==> config.mk <==
export PLATFORM = sky130hd
export DESIGN_NAME = tdm_demux8
export DESIGN_NICKNAME = d
export VERILOG_FILES = /design/src/rtl/tdm_demux8.sv
export SDC_FILE = /design/constraint.sdc
export NUM_CORES = 1
export LEC_CHECK = 0
export CORE_MARGIN = 2
export CORE_UTILIZATION = 29
export DETAILED_ROUTE_END_ITERATION = 10
export GPL_TIMING_DRIVEN = 0
export MAX_ROUTING_LAYER = met4
export PLACE_DENSITY_LB_ADDON = 0.08
export SYNTH_ARGS = -nofsm -noshare
export SYNTH_HDL_FRONTEND = slang
export SYNTH_SLANG_ARGS = --single-unit
export TNS_END_PERCENT = 50
==> constraint.sdc <==
create_clock -name clk -period 1.5 [get_ports clk]
set_input_delay 0.3 -clock clk [delete_from_list [all_inputs] [get_ports clk]]
set_output_delay 0.3 -clock clk [all_outputs]
set_load 0.05 [all_outputs]
==> src/rtl/tdm_demux8.sv <==
`default_nettype none
// ============================================================================
//  Module      : tdm_demux8
//  Description : Receive end of an 8:1 time-division mux link. Acquires slot
//                alignment from a sync marker, steers each beat into its slot
//                register and presents the rebuilt frame in parallel with a
//                one-cycle frame-valid strobe.
//  Revision    : 1.0  initial release
// ============================================================================
module tdm_demux8 #(
    parameter int WIDTH = 1,
    parameter int SLOTS = 8,
    parameter int SEL_W = 3
) (
    input  logic                     clk,
    input  logic                     rst,
    input  logic                     in_valid,
    input  logic                     sync,
    input  logic [WIDTH-1:0]         din,
    output logic [SLOTS*WIDTH-1:0]   dout,
    output logic                     dout_valid,
    output logic [SEL_W-1:0]         slot,
    output logic                     locked,
    output logic                     sync_err
);

    typedef enum logic [0:0] {
        S_HUNT = 1'b0,
        S_LOCK = 1'b1
    } state_t;

    localparam logic [SEL_W-1:0] c_slot_zero = '0;
    localparam logic [SEL_W-1:0] c_slot_one  = SEL_W'(1);
    localparam logic [SEL_W-1:0] c_slot_last = SEL_W'(SLOTS - 1);

    state_t                   r_state;
    logic [SEL_W-1:0]         r_slot;
    logic [WIDTH-1:0]         r_shadow [SLOTS];
    logic [SLOTS*WIDTH-1:0]   r_dout;
    logic                     r_dout_valid;
    logic                     r_sync_err;
    logic [SLOTS*WIDTH-1:0]   w_frame;

    // Frame as it would look if the current beat completes it: stored slots
    // 0..SLOTS-2 with the incoming beat in the top slot.
    generate
        for (genvar n = 0; n < SLOTS; n++) begin : g_pack
            if (n == SLOTS - 1) begin : g_top
                assign w_frame[n*WIDTH +: WIDTH] = din;
            end else begin : g_low
                assign w_frame[n*WIDTH +: WIDTH] = r_shadow[n];
            end
        end
    endgenerate

    // Alignment FSM, slot steering, frame publish and error strobe.
    always_ff @(posedge clk) begin
        if (rst) begin
            r_state      <= S_HUNT;
            r_slot       <= c_slot_zero;
            r_dout       <= '0;
            r_dout_valid <= 1'b0;
            r_sync_err   <= 1'b0;
            for (int i = 0; i < SLOTS; i++) begin
                r_shadow[i] <= '0;
            end
        end else begin
            r_dout_valid <= 1'b0;
            r_sync_err   <= 1'b0;
            if (in_valid) begin
                case (r_state)
                    S_HUNT: begin
                        // Beats before the first sync carry no alignment and are dropped.
                        if (sync) begin
                            r_shadow[0] <= din;
                            r_slot      <= c_slot_one;
                            r_state     <= S_LOCK;
                        end
                    end
                    S_LOCK: begin
                        if (sync && (r_slot != c_slot_zero)) begin
                            // Misplaced sync: abandon the partial frame and realign on this beat.
                            r_shadow[0] <= din;
                            r_slot      <= c_slot_one;
                            r_sync_err  <= 1'b1;
                        end else begin
                            r_shadow[r_slot] <= din;
                            r_slot           <= r_slot + c_slot_one;
                            if (r_slot == c_slot_last) begin
                                r_dout       <= w_frame;
                                r_dout_valid <= 1'b1;
                            end
                        end
                    end
                    default: r_state <= S_HUNT;
                endcase
            end
        end
    end

    assign dout       = r_dout;
    assign dout_valid = r_dout_valid;
    assign slot       = r_slot;
    assign locked     = (r_state == S_LOCK);
    assign sync_err   = r_sync_err;

endmodule
`default_nettype wire

==> results of run 1 <==
-- final timing paths --
path                       to  cells past startpoint
setup / recovery      slot[1]                      1
hold / removal         locked                      3
setup reg to reg  r_shadow[5]                      5
hold reg to reg       dout[2]                      2
-- registers in the layout (all words and copies together), names as in the netlist --
signal and flops:
dout 8, r_shadow 7, slot 3, dout_valid 1, locked 1, sync_err 1
-- power breakdown --
| group | internal (W) | leakage [nW] | switching [W] |
|---|---|---|---|
| clock | 0.000189 | 0.0228 | 0.000188 |
| sequential | 0.000599 | 0.188 | 0.0000157 |
| combinational | 0.0000602 | 0.374 | 0.0000850 |
| total | 0.000848 | 0.585 | 0.000289 |
-- final cells by class --
| class | instances | area [um^2] | area share, % |
|---|---|---|---|
| Buffer | 4 | 25.0 | 1.77 |
| Clock buffer | 4 | 45.0 | 3.19 |
| Timing Repair Buffer | 19 | 188 | 13.3 |
| Sequential cell | 21 | 500 | 35.4 |
| Inverter | 3 | 13.8 | 0.974 |
| Tap cell | 48 | 60.1 | 4.25 |
| Multi-Input combinational cell | 68 | 581 | 41.1 |
-- repair_timing --
| item | CTS | global route |
|---|---|---|
| resized for setup | 25 | 6 |
| endpoints found under the setup margin | 35 | 17 |
| buffers inserted | 0 | 2 |
| pin swaps | 3 | 2 |
| endpoints found under the hold margin | 0 | 0 |
-- cell families after synthesis --
| logic type | after synthesis | synth area share (%) |
|---|---|---|
| fa+ha+maj | 3 | 3.51 |
| buf+inv | 7 | 2.69 |
| flops | 21 | 45.9 |
| compound gates | 15 | 13.4 |
| simple gates | 42 | 27.1 |
| mux | 8 | 7.49 |
-- cells in the final DEF (no fill, tap or decap), types with 2 or more instances in the layout --
cell / count
nor2_1: 6
a21o_1: 2
dfxtp_2: 2
dlymetal6s2s_1: 2
buf_2: 2
clkdlybuf4s15_2: 2
mux2i_1: 8
and3_2: 2
dfxtp_1: 10
ha_1: 2
a21oi_4: 2
clkbuf_1: 2
dlygate4sd2_1: 10
clkbuf_8: 3
nand2b_1: 17
edfxtp_1: 7
a31o_2: 3
and4_1: 3
dfxtp_4: 2
-- per-stage QoR --
stage	setup slack (ps)	area, um^2
after CTS	-44.6	1380
after global routing	-15.0	1410
after floorplan	9.23	1090
after detailed placement	-431	1330
after global placement	-405	1330
final	45.4	1410
-- metal layers --
layer | up-vias | global-route usage (%)
met5 | - | -
met4 | 0 | 5.85
met3 | 2 | 2.60
met2 | 12 | 18.4
met1 | 360 | 14.1
li1 | 390 | -
==> metrics.md, run 1 <==
| Metric | Value |
|---|---|
| Status | `finished, final reports clean` |
| Top-count cell post-synth | `nand2b_1` |
| Synthesized flop and latch total | `21` |
| Hold Startpoint | `sync` |
| Sequential share of the synthesized area | `45.9%` |
| Max_slew headroom | `67.2%` |
| Max Cap Viol | `0` |
| Final Max Slew Viols | `0` |
| CTS H-tree lvls | `1` |
| Detailed Route WL | `2110 um` |
| Tcrit/Tclk final | `97.0%` |
| Design Power | `0.00114 W` |
| Met1 Wirelength | `1030 um` |
| Setup violations, final | `0` |
| Worst-margin pin slew | `493 ps` |
| Post-DR vias/cell | `4.57` |
| Yosys top cell area share | `26.2%` |
| Final nets | `128` |
| Top FF cell, synth | `dfxtp_1` |
| Top post-synthesis cells by count | `17 x nand2b_1, 14 x dfxtp_1, 8 x mux2i_1` |
| Syn_area_per_cell | `11.1 um^2` |
| Wire per inst | `12.7 um` |
| First-pass detailed-route iteration total | `4` |
| Cell variety after synth | `36` |
| Tmin final | `1450 ps` |
| Post-synth EDFFs | `7` |
| Slowest Stage Delay on Critical Path | `510 ps` |
| Post-Syn Area | `1070 um^2` |
| Peak supply drop | `0.280 mV` |
| Post-synth top area cell | `dfxtp_1` |
| PwrDens | `805 nW/um^2` |
| Critical-path cell list | `clkdlybuf4s15_1` |
| GRT Total Usage | `11.7%` |
| Skew-Pair Late Insertion Delay | `260 ps` |
| Worst path top cell family by delay | `buffers and inverters` |
| Layout fillers | `358` |
| ANT nets after route | `0` |
| CTS root buf | `clkbuf_8` |
| Net Count, Synth | `104` |
| Clk sink count | `21` |
| Met3 WL | `58 um` |
| Slowest-stage cell, CP | `clkdlybuf4s15_1` |
| Hold_buf cts | `0` |
| Share of flip-flops with an asynchronous set or reset | `0%` |
| Cells after Synth | `96` |
| Fin. Hold Viols | `0` |
| Ys Warns | `0` |
| Die area | `4190 um^2` |
| Top post-synthesis cells by area | `dfxtp_1 26%, edfxtp_1 20%, nand2b_1 10%, mux2i_1 7.5%, ha_1 3.5%` |
| Initial Util | `29.6%` |
| Crit path max fanout | `7` |
| Global placement routability congestion | `0.753` |
| DP Cell Count | `161` |
| Clock Tree Buf Depth | `2` |
| Critical path endpoint category | `output pin` |
| Die outline height | `64.7 um` |
| Core Area | `3610 um^2` |
| Initial drt markers | `23` |
| Buf/Inv on CP | `1` |
| Hold Slack | `452 ps` |
| CP Launch Point | `slot[1]` |
| Non-Filler Instances | `167` |
| Die width | `64.7 um` |
| Placement row count | `22` |
| Clock skew | `7.20 ps` |
| Utilization after layout | `39.2%` |
| Vias in the first global route | `803` |
| IO buf count | `17` |
| CTS tree | `yes` |
| CP arrival | `1150 ps` |
| R2r startpoint | `slot[0]` |
| Ant diodes | `0` |
| Leak Pwr | `0.585 nW` |
| DR DRC count | `0` |
| CTS Buf Count | `3` |
| Grt total ovfl | `0` |
| Setup TNS Final | `0 ps` |
| First-pass GRT wire length | `3650 um` |
| Startpoint Class | `flip-flop` |
| RSZ-0062 raised after global routing | `yes` |
| Layout area overhead | `32.2%` |
| Crit path kind | `flip-flop to output pin` |
| HP Class | `primary input to flip-flop` |
| Worst EP required | `1200 ps` |
| Largest net degree at the start of global routing | `12` |
| Fmax | `687 MHz` |
| Share of cells above drive strength 1 | `28.6%` |
| Reg clk slew, reported paths | `80 ps` |
| R2R setup slack | `50 ps` |
| Initial antenna violation count | `0` |
| Top routing layer in use | `met4` |
| Met2 routed wirelength | `1000 um` |
| Top Ports | `19` |
| Routed vias | `764` |
No activity file was read; power rests on OpenSTA's default activity.
==> inputs of run 2 (changes only) <==
--- a/config.mk
+++ b/config.mk
@@ -10,7 +10,7 @@
 export DETAILED_ROUTE_END_ITERATION = 10
 export GPL_TIMING_DRIVEN = 0
 export MAX_ROUTING_LAYER = met4
-export PLACE_DENSITY_LB_ADDON = 0.08
+export PLACE_DENSITY = 0.56
 export SYNTH_ARGS = -nofsm -noshare
 export SYNTH_HDL_FRONTEND = slang
 export SYNTH_SLANG_ARGS = --single-unit
==> run 2 against run 1 <==
  * First-iteration DRC count grew 13%
  * Critical path depth stayed put
  * Critical endpoint unchanged
  * Combinational power increased by 8%
  * Largest cell class unchanged
  * Clock-buffer cell count down 1
  * Die area stayed put
  * Sequential power about the same
  * Clock skew is 2.2 ps lower
==> metrics.md, run 2 (synthesized netlist as in run 1, its figures left out) <==
| Metric | Value |
|---|---|
| R2r startpoint | `slot[0]` |
| Tcrit/Tclk final | `98.4% (+1.4 points)` |
| Vias in the first global route | `749 (-6.7%)` |
| First-pass detailed-route iteration total | `4 (unchanged)` |
| R2R setup slack | `70 ps (+20 ps)` |
| Final Max Slew Viols | `0 (unchanged)` |
| Crit path max fanout | `7 (unchanged)` |
| Peak supply drop | `0.302 mV (+7.8%)` |
| Crit path kind | `flip-flop to output pin` |
| Clk sink count | `21 (unchanged)` |
| CTS root buf | `clkbuf_8` |
| CTS tree | `yes` |
| Ant diodes | `0 (unchanged)` |
| Pre-CTS setup slack | `-402 ps (+29.4 ps)` |
| Worst-case reg-to-reg path depth | `5 (unchanged)` |
| Initial antenna violation count | `0 (unchanged)` |
| Fin. Hold Viols | `0 (unchanged)` |
| Commonest non-fill, non-tap cell in the layout | `nand2b_1` |
| Worst flop-to-flop path endpoint | `r_shadow[0]` |
| RSZ-0062 raised after global routing | `yes` |
| Largest register FFs | `8 (unchanged)` |
| Slowest-stage cell, CP | `dlygate4sd2_1` |
| Worst Hold End | `locked` |
| Grt total ovfl | `0 (unchanged)` |
| Status | `finished, final reports clean` |
| CTS Buf Count | `3 (unchanged)` |
| Share of cells above drive strength 1 | `30.6% (+2.1 points)` |
| Detailed Route WL | `2100 um (-0.47%)` |
| Worst EP required | `1200 ps (about the same)` |
| Tmin final | `1480 ps (+20.8 ps)` |
| Fin area | `1450 um^2 (+2.7%)` |
| Dpl cell area | `1330 um^2 (unchanged)` |
| CTS H-tree lvls | `1 (unchanged)` |
| DR DRC count | `0 (unchanged)` |
| Initial drt markers | `26 (+13%)` |
| IO buf count | `17 (unchanged)` |
| Die width | `64.7 um (unchanged)` |
| DP Cell Count | `161 (unchanged)` |
| Max Cap Viol | `0 (unchanged)` |
| Die area | `4190 um^2 (unchanged)` |
| HP Class | `primary input to flip-flop` |
| Non-Filler Instances | `172 (+3.0%)` |
| Worst Hold Depth | `3 (unchanged)` |
| Skew-Pair Late Insertion Delay | `260 ps (about the same)` |
| Buf/Inv on CP | `1 (unchanged)` |
| ANT nets after route | `0 (unchanged)` |
| CP arrival | `1180 ps (+30 ps)` |
| Startpoint Class | `flip-flop` |
| Wire per inst | `12.2 um (-3.4%)` |
| Leak Pwr | `0.617 nW (+5.5%)` |
| Critical-path cell list | `dlygate4sd2_1` |
| Worst path top cell family by delay | `buffers and inverters` |
| Largest net degree at the start of global routing | `13 (+1)` |
| Core Area | `3610 um^2 (unchanged)` |
| Clock Tree Buf Depth | `2 (unchanged)` |
| Routed vias | `800 (+4.7%)` |
| Fmax | `678 MHz (-1.4%)` |
| Die outline height | `64.7 um (unchanged)` |
| Setup violations, final | `0 (unchanged)` |
| Final nets | `133 (+3.9%)` |
| Layout area overhead | `35.7%` |
| Dpl hpwl | `1440 um` |
| Placement row count | `22 (unchanged)` |
| Initial Util | `29.6% (unchanged)` |
| Most frequent cells in the layout | `17 x nand2b_1, 11 x dlygate4sd2_1, 10 x dfxtp_1` |
| Global placement routability congestion | `0.803 (+6.6%)` |
| Top Ports | `19 (unchanged)` |
| Worst-margin pin slew | `489 ps (-4.76 ps)` |
| Reg clk slew, reported paths | `80 ps (about the same)` |
| First-pass GRT wire length | `3570 um (-2.3%)` |
| Hold Startpoint | `in_valid` |
| Clock skew | `4.97 ps (-2.23 ps)` |
| PwrDens | `791 nW/um^2 (-1.7%)` |
| Post-route setup slack | `24.6 ps (-20.8 ps)` |
| Max_slew headroom | `67.6% (+0.32 points)` |
| Post-DR vias/cell | `4.65 (+1.7%)` |
| Slowest Stage Delay on Critical Path | `530 ps (+20 ps)` |
| GRT Total Usage | `11.2% (-0.53 points)` |
| Critical path endpoint category | `output pin` |
| Design Power | `0.00115 W (+0.86%)` |
## run 2: through the flow
stage,utilization (%),hold slack (ps),setup TNS [ps]
floorplan,-,441,0
global placement,36.7,458,-6610
detailed placement,36.7,462,-6980
CTS,38.3,456,-114
global route,40.2,480,-5.28
finish,40.2,456,0
## run 2: layer usage
| layer | routed length [um] | track usage, % |
|---|---|---|
| met3 | 61 | 1.04 |
| met1 | 1020 | 14.3 |
| met2 | 988 | 17.7 |
| met5 | 0 | - |
| met4 | 38 | 5.59 |
## run 2: worst max path at each step
stage / from / endpoint / slack (ps) / cells after the start
CTS: slot[0] / dout[6] / -30 / 5
global route: slot[1] / slot[1] / -5 / 1
finish: slot[1] / slot[1] / 20 / 1
detailed placement: rst / r_shadow[3] / -400 / 4
global placement: rst / r_shadow[1] / -390 / 4
floorplan: slot[1] / r_shadow[0] / 9 / 5
## run 2: cell type report
class	count	area, um^2
Clock buffer	3	41.3
Sequential cell	21	500
Fill cell	355	2160
Tap cell	48	60.1
Buffer	4	25.0
Timing Repair Buffer	24	229
Multi-Input combinational cell	68	576
Inverter	3	13.8
Clock inverter	1	5.00
## run 2: what timing repair did
action | CTS | global route
gates resized for setup | 22 | 6
setup buffers | 1 | 6
setup endpoints to repair | 33 | 18
hold endpoints to repair | 0 | 0
hold buffers | 0 | 0
pin swaps | 1 | 2
## run 2: report_power, final
group	leakage [nW]	switching (W)	internal (W)
Sequential	0.188	0.0000134	0.000598
Clock	0.0255	0.000193	0.000185
Combinational	0.404	0.0000893	0.0000681
Total	0.617	0.000295	0.000852
==> inputs of run 3 (changes only) <==
--- a/config.mk
+++ b/config.mk
@@ -5,7 +5,6 @@
 export SDC_FILE = /design/constraint.sdc
 export NUM_CORES = 1
 export LEC_CHECK = 0
-export CORE_MARGIN = 2
 export CORE_UTILIZATION = 29
 export DETAILED_ROUTE_END_ITERATION = 10
 export GPL_TIMING_DRIVEN = 0
==> run 3 against run 2 <==
  * The flow now finishes with violations (setup timing)
  * Sequential share of layout area increased by 0.33 points
  * Via count is 2.3% lower
  * Hold slack got worse by 7.8 ps
  * Sequential power about the same
  * Maximum frequency down 2.0%
  * Largest power group unchanged
  * Design area down 0.95%
  * Clock skew grew 2.4 ps
==> metrics.md, run 3 (synthesized netlist as in run 1, its figures left out) <==
| Metric | Value |
|---|---|
| Post-route setup slack | `-5.69 ps (-30.3 ps)` |
| Setup violations, final | `1 (+1)` |
| Clk sink count | `21 (unchanged)` |
| Die outline height | `62.7 um (-3.1%)` |
| Initial Util | `31.0% (+1.4 points)` |
| Met3 Use GR | `1.64% (+0.60 points)` |
| Vias in the first global route | `782 (+4.4%)` |
| Hold_buf cts | `0 (unchanged)` |
| Initial drt markers | `10 (-62%)` |
| Status | `finished with violations` |
| Worst Hold End | `locked` |
| R2R setup slack | `10 ps (-60 ps)` |
| First-pass GRT wire length | `3560 um (-0.20%)` |
| Failing checks | `setup timing` |
| Largest net degree at the start of global routing | `12 (-1)` |
| CTS Buf Count | `3 (unchanged)` |
| ANT nets after route | `0 (unchanged)` |
| IO buf count | `17 (unchanged)` |
| Final Max Slew Viols | `0 (unchanged)` |
| Gr busiest metal | `met2` |
| Layout area overhead | `34.4%` |
| Worst flop-to-flop path endpoint | `r_shadow[3]` |
| Layout fillers | `350 (-1.4%)` |
| HP Class | `primary input to flip-flop` |
| Area of the multi-input gates | `576 um^2 (unchanged)` |
| DR DRC count | `0 (unchanged)` |
| PwrDens | `796 nW/um^2 (+0.67%)` |
| Worst-margin pin slew | `487 ps (-1.60 ps)` |
| Critical path endpoint category | `flip-flop` |
| Commonest non-fill, non-tap cell in the layout | `nand2b_1` |
| CTS tree | `yes` |
| RSZ-0062 raised after global routing | `yes` |
| Ant diodes | `0 (unchanged)` |
| CP arrival | `1540 ps (+360 ps)` |
| Worst EP required | `1530 ps (+330 ps)` |
| Fin. Hold Viols | `0 (unchanged)` |
| Tmin final | `1510 ps (+30.3 ps)` |
| Worst-case reg-to-reg path depth | `6 (+1)` |
| Core Area | `3440 um^2 (-4.5%)` |
| Wire per inst | `12.3 um (+0.27%)` |
| CTS root buf | `clkbuf_8` |
| Startpoint Class | `primary input` |
| Max_slew headroom | `67.7% (+0.11 points)` |
| Share of cells above drive strength 1 | `28.5% (-2.2 points)` |
| Detailed Route WL | `2070 um (-1.5%)` |
| Peak supply drop | `0.356 mV (+18%)` |
| R2r startpoint | `slot[0]` |
| First-pass detailed-route iteration total | `4 (unchanged)` |
| Hold Slack | `448 ps (-7.81 ps)` |
| Leak Pwr | `0.593 nW (-3.9%)` |
| Die width | `62.7 um (-3.1%)` |
| Most frequent cells in the layout | `17 x nand2b_1, 11 x dlygate4sd2_1, 10 x dfxtp_1` |
| Worst Hold Depth | `3 (unchanged)` |
| GR Util met2 | `18.9% (+1.2 points)` |
| Grt total ovfl | `0 (unchanged)` |
| Met1 GRT Util | `14.7% (+0.37 points)` |
| Largest register FFs | `8 (unchanged)` |
| Skew-Pair Late Insertion Delay | `260 ps (about the same)` |
| Non-Filler Instances | `169 (-1.7%)` |
| Crit path kind | `primary input to flip-flop` |
| Top Ports | `19 (unchanged)` |
| Global placement routability congestion | `0.794 (-1.1%)` |
| Reg clk slew, reported paths | `80 ps (about the same)` |
| Max Cap Viol | `0 (unchanged)` |
| Storage element area | `500 um^2 (unchanged)` |
| Routed vias | `782 (-2.3%)` |
| GRT Total Usage | `11.9% (+0.72 points)` |
| CTS H-tree lvls | `1 (unchanged)` |
| Clock skew | `7.36 ps (+2.38 ps)` |
| Initial antenna violation count | `0 (unchanged)` |
| Final nets | `132 (-0.75%)` |
| Post-DR vias/cell | `4.63 (-0.51%)` |
| Placement row count | `21 (-4.5%)` |
| Die area | `3930 um^2 (-6.1%)` |
| Crit path max fanout | `5 (-2)` |
| Hold Startpoint | `sync` |
| Fmax | `664 MHz (-2.0%)` |
| DP Cell Count | `159 (-1.2%)` |
| Tcrit/Tclk final | `100% (+2.0 points)` |
| Clock Tree Buf Depth | `2 (unchanged)` |
[run 3: worst max-delay path: stages]
cell	delay (ps)
clkdlybuf4s50_1	520
and4bb_1	270
a32o_1	230
or2_1	210
[run 3: worst max-delay path by stage]
stage	to	slack [ps]	from
2_1_floorplan	r_shadow[0]	9	slot[1]
3_3_place_gp	r_shadow[1]	-400	rst
3_5_place_dp	r_shadow[1]	-420	rst
4_1_cts	dout[6]	-50	slot[0]
5_1_grt	r_shadow[0]	-40	rst
6_report	r_shadow[0]	-6	rst
[run 3: stage by stage]
stage	util, %	setup WS [ps]	area [um^2]	setup TNS, ps	total power (W)
final	41.7	-5.69	1440	-5.69	0.00114
after global routing	41.7	-43.0	1440	-244	0.00120
after CTS	40.0	-50.8	1380	-299	0.00115
after detailed placement	38.4	-418	1320	-7010	0.000767
after global placement	38.4	-396	1320	-6640	0.000764
after floorplan	-	9.23	1090	0	0.000725
[run 3: layer usage]
metal | routed length [um] | vias to the layer above
met5 | 0 | -
met3 | 58 | 5
met4 | 42 | 0
met1 | 1010 | 364
met2 | 966 | 14
li1 | - | 399
[run 3: repair_timing]
| action | 4_1_cts | 5_1_grt |
|---|---|---|
| pin swaps | 2 | 1 |
| gates resized for setup | 24 | 4 |
| buffers inserted | 1 | 5 |
| setup endpoints to repair | 35 | 17 |
[run 3: final cells by class]
| class | instances | area share (%) |
|---|---|---|
| inverter | 3 | 1.13 |
| multi-input combinational | 68 | 40.1 |
| tap | 46 | 4.01 |
| clock buffer | 4 | 3.14 |
| buffer | 4 | 1.74 |
| sequential | 21 | 34.8 |
| timing repair buffer | 23 | 15.1 |
[run 3: power by group]
group / internal, W / total (W) / switching, W
logic: 0.0000705 / 0.000160 / 0.0000891
registers: 0.000599 / 0.000613 / 0.0000145
clock network: 0.000189 / 0.000371 / 0.000182
